===== config.mk =====
export PLATFORM = sky130hd
export DESIGN_NAME = cla_slice_seq_ctrl
export DESIGN_NICKNAME = d
export VERILOG_FILES = /design/src/rtl/cla_slice_seq_ctrl.sv
export SDC_FILE = /design/constraint.sdc
export NUM_CORES = 1
export LEC_CHECK = 0
export ABC_AREA = 0
export BUFFER_PORTS_ARGS = -buffer_cell sky130_fd_sc_hd__buf_2
export CAP_MARGIN = 40
export CORE_UTILIZATION = 50
export CTS_CLUSTER_DIAMETER = 100
export DETAILED_ROUTE_END_ITERATION = 8
export PLACE_DENSITY = 0.88
export SYNTH_ARGS = -nofsm -noshare
export SYNTH_HDL_FRONTEND = slang
export SYNTH_SLANG_ARGS = --single-unit

===== constraint.sdc =====
create_clock -name clk -period 2.2 [get_ports clk]
set_clock_uncertainty 0.15 [all_clocks]
set_input_delay 0.33 -clock clk [delete_from_list [all_inputs] [get_ports clk]]
set_output_delay 0.33 -clock clk [all_outputs]
set_load 0.01 [all_outputs]

===== src/rtl/cla_slice_seq_ctrl.sv =====
// Nibble-serial WIDTH-bit adder sequencer driving one external 4-bit CLA slice.
// Optional signed-overflow output is built only when OVERFLOW_FLAG_EN is defined.
//
// state  | meaning
// -------+------------------------------------------------------------
// IDLE   | waiting for operands, in_ready=1, slice inputs held at 0
// RUN    | one nibble per cycle through the slice, LSB first
// DONE   | result held with out_valid=1 until the consumer takes it
module cla_slice_seq_ctrl #(
    parameter int WIDTH = 16
) (
    input  logic             clk,
    input  logic             rst_n,
    input  logic             in_valid,
    output logic             in_ready,
    input  logic [WIDTH-1:0] a,
    input  logic [WIDTH-1:0] b,
    input  logic             cin,
    output logic [3:0]       slice_a,
    output logic [3:0]       slice_b,
    output logic             slice_cin,
    input  logic [3:0]       slice_sum,
    input  logic             slice_cout,
    output logic             out_valid,
    input  logic             out_ready,
    output logic [WIDTH-1:0] sum,
    output logic             cout
`ifdef OVERFLOW_FLAG_EN
    ,
    output logic             ovf
`endif
);

    localparam int NIB = WIDTH / 4;
    localparam int IW  = (NIB > 1) ? $clog2(NIB) : 1;

    typedef enum logic [1:0] {
        S_IDLE = 2'd0,
        S_RUN  = 2'd1,
        S_DONE = 2'd2
    } state_t;

    state_t           state_q, state_d;
    logic [IW-1:0]    idx_q;
    logic [WIDTH-1:0] op_a_q, op_b_q;
    logic             carry_q;
    logic             accept;
    logic             last_nib;
    logic             release_res;

    assign last_nib = (idx_q == IW'(NIB - 1));

    always_ff @(posedge clk or negedge rst_n) begin
        if (!rst_n) begin
            state_q <= S_IDLE;
        end else begin
            state_q <= state_d;
        end
    end

    always_comb begin
        state_d     = state_q;
        in_ready    = 1'b0;
        out_valid   = 1'b0;
        accept      = 1'b0;
        release_res = 1'b0;
        slice_a     = 4'h0;
        slice_b     = 4'h0;
        slice_cin   = 1'b0;
        unique case (state_q)
            S_IDLE: begin
                in_ready = 1'b1;
                if (in_valid) begin
                    accept  = 1'b1;
                    state_d = S_RUN;
                end
            end
            S_RUN: begin
                slice_a   = op_a_q[{idx_q, 2'b00} +: 4];
                slice_b   = op_b_q[{idx_q, 2'b00} +: 4];
                slice_cin = carry_q;
                if (last_nib) begin
                    state_d = S_DONE;
                end
            end
            S_DONE: begin
                out_valid = 1'b1;
                if (out_ready) begin
                    release_res = 1'b1;
                    state_d     = S_IDLE;
                end
            end
            default: begin
                state_d = S_IDLE;
            end
        endcase
    end

    // The slice result lands directly in the output register, one nibble per RUN cycle.
    always_ff @(posedge clk or negedge rst_n) begin
        if (!rst_n) begin
            idx_q   <= '0;
            carry_q <= 1'b0;
            op_a_q  <= '0;
            op_b_q  <= '0;
            sum     <= '0;
            cout    <= 1'b0;
        end else if (accept) begin
            op_a_q  <= a;
            op_b_q  <= b;
            carry_q <= cin;
            idx_q   <= '0;
        end else if (state_q == S_RUN) begin
            sum[{idx_q, 2'b00} +: 4] <= slice_sum;
            carry_q                  <= slice_cout;
            idx_q                    <= idx_q + 1'b1;
            if (last_nib) begin
                cout <= slice_cout;
            end
        end
    end

`ifdef OVERFLOW_FLAG_EN
    // Overflow is judged on the final slice's sum MSB, so it settles with cout.
    always_ff @(posedge clk or negedge rst_n) begin
        if (!rst_n) begin
            ovf <= 1'b0;
        end else if (release_res) begin
            ovf <= 1'b0;
        end else if ((state_q == S_RUN) && last_nib) begin
            ovf <= (op_a_q[WIDTH-1] == op_b_q[WIDTH-1]) &&
                   (slice_sum[3] != op_a_q[WIDTH-1]);
        end
    end
`endif

endmodule

======== After elaboration in Yosys (flattened, before gate mapping) ========
Index checks and enable logic that the tools add are counted.
cells by class
  shift operators ......................... 4
  eq/ne operators ......................... 6
  bitwise gates (word level) .............. 1
  reduce and logical (&&, ||, !) cells .... 5
  add/subtract/negate cells ............... 2
  muxes and demuxes ....................... 16
operators with widths
  operator                  number
  $shiftx A16 B5 Y4         2
  $bwmux W16                1
  $shift A4 B6 Y16 const A  1
  $shiftx A4 B6 Y16         1
  $mux W2                   5
  $mux W4                   2
  $mux W1                   7
  $ne A2 B2 Y1 const B      3
  $neg A4 Y6                1
  $pmux W2 S3               1
  $reduce_and A3 Y1         2
  $eq A2 B2 Y1 const B      2
  $add A2 B1 Y2 const B     1
  $eq A2 B1 Y1 const B      1
  $logic_not A2 Y1          1
  $reduce_and A2 Y1         1
  $reduce_bool A2 Y1        1
  $not A1 Y1                1
word-level totals
  input bits .............................. 42
  register bits after elaboration ......... 54
  word-level logic and storage cells ...... 41

======== Longest topological paths before layout ========
  depth in word-level cells ............... 4
  depth in mapped cells ................... 7
  gate-level depth less buffers ........... 5

======== Least setup slack after synthesis ========
No wires, ideal clock.
  path type ............................... register to register
  from .................................... register idx_q[0]
  to ...................................... register sum[12]
  path slack .............................. 0.453 ns
  arrival ................................. 1.531 ns
  stages on the path, launching flop included .. 7
  library setup time ...................... 0.066 ns
  path buffers ............................ 1
  path through ............................ dfrtp_1 buf_2 inv_1 ha_1 nor4bb_1 and2_1 a22o_1
between the ends
  cells in the longest elaborated chain, start to end .. 3
ends and longest elaborated chain
  element                                                       line  text
  start, declared                                               44    logic [IW-1:0] idx_q;
  start signal, assigned                                        116   idx_q <= idx_q + 1'b1;
  $neg A4 Y6 *                                                  114   sum[{idx_q, 2'b00} +: 4] <= slice_sum;
  $shiftx A4 B6 Y16 / $shift A4 B6 Y16 (equally long branches)  114
  $bwmux W16 *                                                  114
  end signal, assigned by index                                 114
  end, declared                                                 26    output logic [WIDTH-1:0] sum,
Mark *: on every way between the ends. The rest lies on a longest branch, timed or not.
A chain may end at the register's enable or synchronous reset.

======== Worst setup path in the final report ========
  from .................................... register state_q[1]
  to ...................................... output port slice_b[2]
between the ends
  cells in the longest elaborated chain, start to end .. 2
ends and longest elaborated chain
  element                 line  text
  start, declared         43    state_t state_q, state_d;
  start signal, assigned  57    state_q <= state_d;
  $eq A2 B1 Y1            70    unique case (state_q)
  $mux W4                 70
  end, declared           20    output logic [3:0] slice_b,
Every way passes these cells.

==> results.py <==
metrics = {
    "clock_tree": {
        "clk-insertion-delay-late_ns": 0.31,
        "numCtsBuffers": 5,
        "htree_num_levels": 2,
        "clockRootBuffer": "sky130_fd_sc_hd__clkbuf_8",
        "numClockSinks": 54,
        "tritoncts": "yes",
        "cts_buffer_depth": 2,
        "clkTransAtPathRegs_ns": 0.09,
    },
    "cells_and_area": {
        "regArea_um2": 1350,
        "n_fill_cell": 396,
        "antenna_cells": 0,
        "finish.instance_area_um2": 3040,
        "post_route_cells_drive_above_1_share_pct": 44.8,
        "multi_input_comb_area_um2": 1050,
        "syn_to_final_growth_pct": 22.6,
        "post_layout_nonfiller_instances": 337,
        "final_nets": 316,
    },
    "setup_path": {
        "cp_cell_sequence": "and2b_1 > nand2_2 > o22ai_1 > buf_2",
        "slowest_delay_ns": 0.46,
        "data_required_critical_path_ns": 1.72,
        "rr_startpoint": "idx_q[1]",
        "endpoint_kind": "output pin",
        "cp_max_fo": 8,
        "reg2regPathDepth": 5,
        "worst_setup_path_start_kind": "flip-flop",
        "worst-endpoint-arrival_ns": 1.62,
        "crit_path_buf_inv_count": 1,
        "timing.reg2reg.setup_slack_ns": 0.37,
        "critical_path.startpoint": "state_q[1]",
        "worstSetupPathDepth": 4,
        "path_class": "flip-flop to output pin",
        "worst_setup_path_endpoint": "slice_b[2]",
        "critPathTopFamily": "flip-flops",
        "rr_endpoint": "sum[12]",
        "critPathSlowestCell": "sky130_fd_sc_hd__dfrtp_1",
    },
    "floorplanning": {
        "fp-row-count": 25,
        "die_x_um": 72.4,
        "dieArea_um2": 5240,
        "placeable_core_area_um2": 4750,
        "num_io_pins": 70,
        "start_util_pct": 52.1,
        "fp.dieH_um": 72.4,
    },
    "timing": {
        "clock.fmax_mhz": 477,
        "finalHoldViolations": 0,
        "timing.final.crit_period_ns": 2.10,
        "worstMarginPinSlew_ns": 0.525,
        "tns_ns": 0,
        "relSlewSlack_pct": 65.0,
        "fin_crit_sh_pct": 95.4,
        "drv_slew": 0,
        "final.hold.worst_slack_ns": 0.0455,
        "setup-violations-final": 0,
        "finalWorstSetupSlack_ns": 0.102,
    },
    "route": {
        "total_wirelength_um": 4840,
        "vias": 1753,
        "drc_violation_total_after_the_first_tritonroute_iteration": 68,
        "final_antenna_net_count": 0,
        "detail_route.first_pass.iterations": 4,
        "routed_wire_length_per_instance_um": 14.4,
        "viasPerCell": 5.20,
        "drc": 0,
    },
    "global_route": {
        "grt_start_max_net_pins": 34,
        "grt-ovfl-total": 0,
        "grt_util_all_layers_pct": 20.8,
        "grt_pass1_vias": 1796,
        "grt_antenna_before_repair": 0,
        "grt_first_pass_wirelength_um": 8170,
    },
    "yosys": {
        "synth_top_cells_by_area": "sky130_fd_sc_hd__dfrtp_1 (55%), sky130_fd_sc_hd__mux2_2 (15%), sky130_fd_sc_hd__mux2i_1 (6.5%)",
        "yosysUniqueCellTypes": 26,
        "yosysWarningCount": 0,
        "yosysSeqAreaShare_pct": 54.6,
        "netlist_area_um2": 2470,
        "post_synth.cell_area_avg_um2": 12.7,
        "synthDominantAreaCellType": "sky130_fd_sc_hd__dfrtp_1",
        "synth_top_area_share_pct": 54.6,
        "postSynthNetCount": 242,
        "synth-seq-cells": 54,
        "synthCells": 195,
    },
    "place": {
        "finalWeightedCongestion": 0.776,
        "hpwlAfterDp_um": 3550,
        "postPlaceCellArea_um2": 2910,
        "port_buffers": 69,
        "post_placement_setup_slack_ns": 0.361,
        "placed_cells_incl_taps": 328,
    },
    "run_status": {
        "run_status": "finished clean",
    },
    "power": {
        "power_density_nw_per_um2": 1480,
        "power.static_leakage_nw": 1.45,
        "vdd_drop_max_mv": 0.667,
    },
    "job": {
        "drv_cap": 0,
    },
    "hold_path": {
        "min-delay-path-class": "input pin to flip-flop",
    },
}
==> cells in the mapped netlist, drive strengths merged <==
master,number
inv,4
nor4bb,1
mux2i,16
nand2b,4
o31ai,4
nand2,18
nand3,6
mux2,33
nor2,4
nor2b,1
o22ai,11
a22o,2
o2bb2ai,6
a21oi,1
dfrtp,54
buf,9
ha,5
o21ai,8
and2,2
and2b,1
nand3b,4
nor4b,1
==> worst min-delay path by stage <==
stage	cells past startpoint	startpoint	slack, ns	to
3_3_place_gp	1	rst_n	0.18	sum[12]
3_5_place_dp	1	rst_n	0.18	sum[12]
4_1_cts	2	out_ready	0.04	state_q[1]
6_report	2	out_ready	0.05	state_q[1]
5_1_grt	2	out_ready	0.05	state_q[1]
2_1_floorplan	0	rst_n	-0.12	carry_q
==> metal layers <==
layer	up-vias	GRT usage [%]	wire length, µm
met1	839	24.7	2110
met3	10	6.81	305
met5	-	0	0
met2	57	35.6	2340
met4	0	6.75	85
li1	847	-	-
==> stage by stage <==
step           power [mW]  util, %
3_5_place_dp         3.84     61.2
6_report             4.49     63.8
3_3_place_gp         3.75     61.2
5_1_grt              4.84     63.8
2_1_floorplan        3.19        -
4_1_cts              4.52     63.7
==> layout make-up <==
| class | instances | share of cell area (%) |
|---|---|---|
| clock buffers | 5 | 2.27 |
| clock inverters | 3 | 1.44 |
| inverters | 4 | 0.495 |
| multi-input cells | 128 | 34.5 |
| flip-flops and latches | 54 | 44.5 |
| well taps | 67 | 2.76 |
| repair buffers | 76 | 14.0 |
==> worst register-to-register path: cells and delay by family, from the launching register on <==
kind,cells,cell delay [ns]
flip-flops,1,0.44
buffers and inverters,1,0.17
adder cells (fa/ha/maj),1,0.31
AND/OR/NAND/NOR,2,0.56
AO/OA/AOI/OAI,1,0.14
==> repair_timing <==
action | in CTS | in global routing
endpoints found under the setup margin | 0 | 8
hold buffers | 1 | 0
setup buffers | 0 | 0
hold endpoints to repair | 22 | 0
gates resized for setup | 0 | 2
==> where the power goes <==
| group | internal, mW | leakage, nW | total [mW] | switching, mW |
|---|---|---|---|---|
| clock | 0.341 | 0.0585 | 0.677 | 0.336 |
| combinational | 1.03 | 0.719 | 2.08 | 1.06 |
| sequential | 1.47 | 0.668 | 1.73 | 0.256 |
==> state kept, by name (all words and copies together), names as in the netlist <==
signal / cells
carry_q: 1
cout: 1
idx_q: 2
op_a_q: 16
op_b_q: 16
state_q: 2
sum: 16
==> kinds of logic after synthesis <==
family | count (synthesis) | share of synthesized area [%]
buf+inv | 13 | 3.29
flops | 54 | 54.6
simple gates | 42 | 9.45
mux | 49 | 21.5
fa+ha+maj | 5 | 2.53
compound gates | 32 | 8.65
==> layout by cell type, fill, tap and decap left out, types with 2 or more instances in the layout <==
cell | Yosys | final
sky130_fd_sc_hd__a22o_1 | 2 | 2
sky130_fd_sc_hd__and2_1 | 2 | 2
sky130_fd_sc_hd__buf_12 | 0 | 2
sky130_fd_sc_hd__buf_2 | 5 | 69
sky130_fd_sc_hd__buf_4 | 1 | 4
sky130_fd_sc_hd__clkbuf_8 | 0 | 5
sky130_fd_sc_hd__dfrtp_1 | 54 | 54
sky130_fd_sc_hd__ha_1 | 5 | 5
sky130_fd_sc_hd__inv_1 | 4 | 4
sky130_fd_sc_hd__mux2_2 | 33 | 33
sky130_fd_sc_hd__mux2i_1 | 16 | 16
sky130_fd_sc_hd__nand2_1 | 18 | 16
sky130_fd_sc_hd__nand2_2 | 0 | 2
sky130_fd_sc_hd__nand2b_1 | 3 | 3
sky130_fd_sc_hd__nand3_1 | 6 | 6
sky130_fd_sc_hd__nand3b_1 | 4 | 4
sky130_fd_sc_hd__nor2_1 | 3 | 3
sky130_fd_sc_hd__o21ai_0 | 8 | 8
sky130_fd_sc_hd__o22ai_1 | 11 | 11
sky130_fd_sc_hd__o2bb2ai_1 | 6 | 6
sky130_fd_sc_hd__o31ai_1 | 4 | 4
Power figures use the tool's default switching activity.
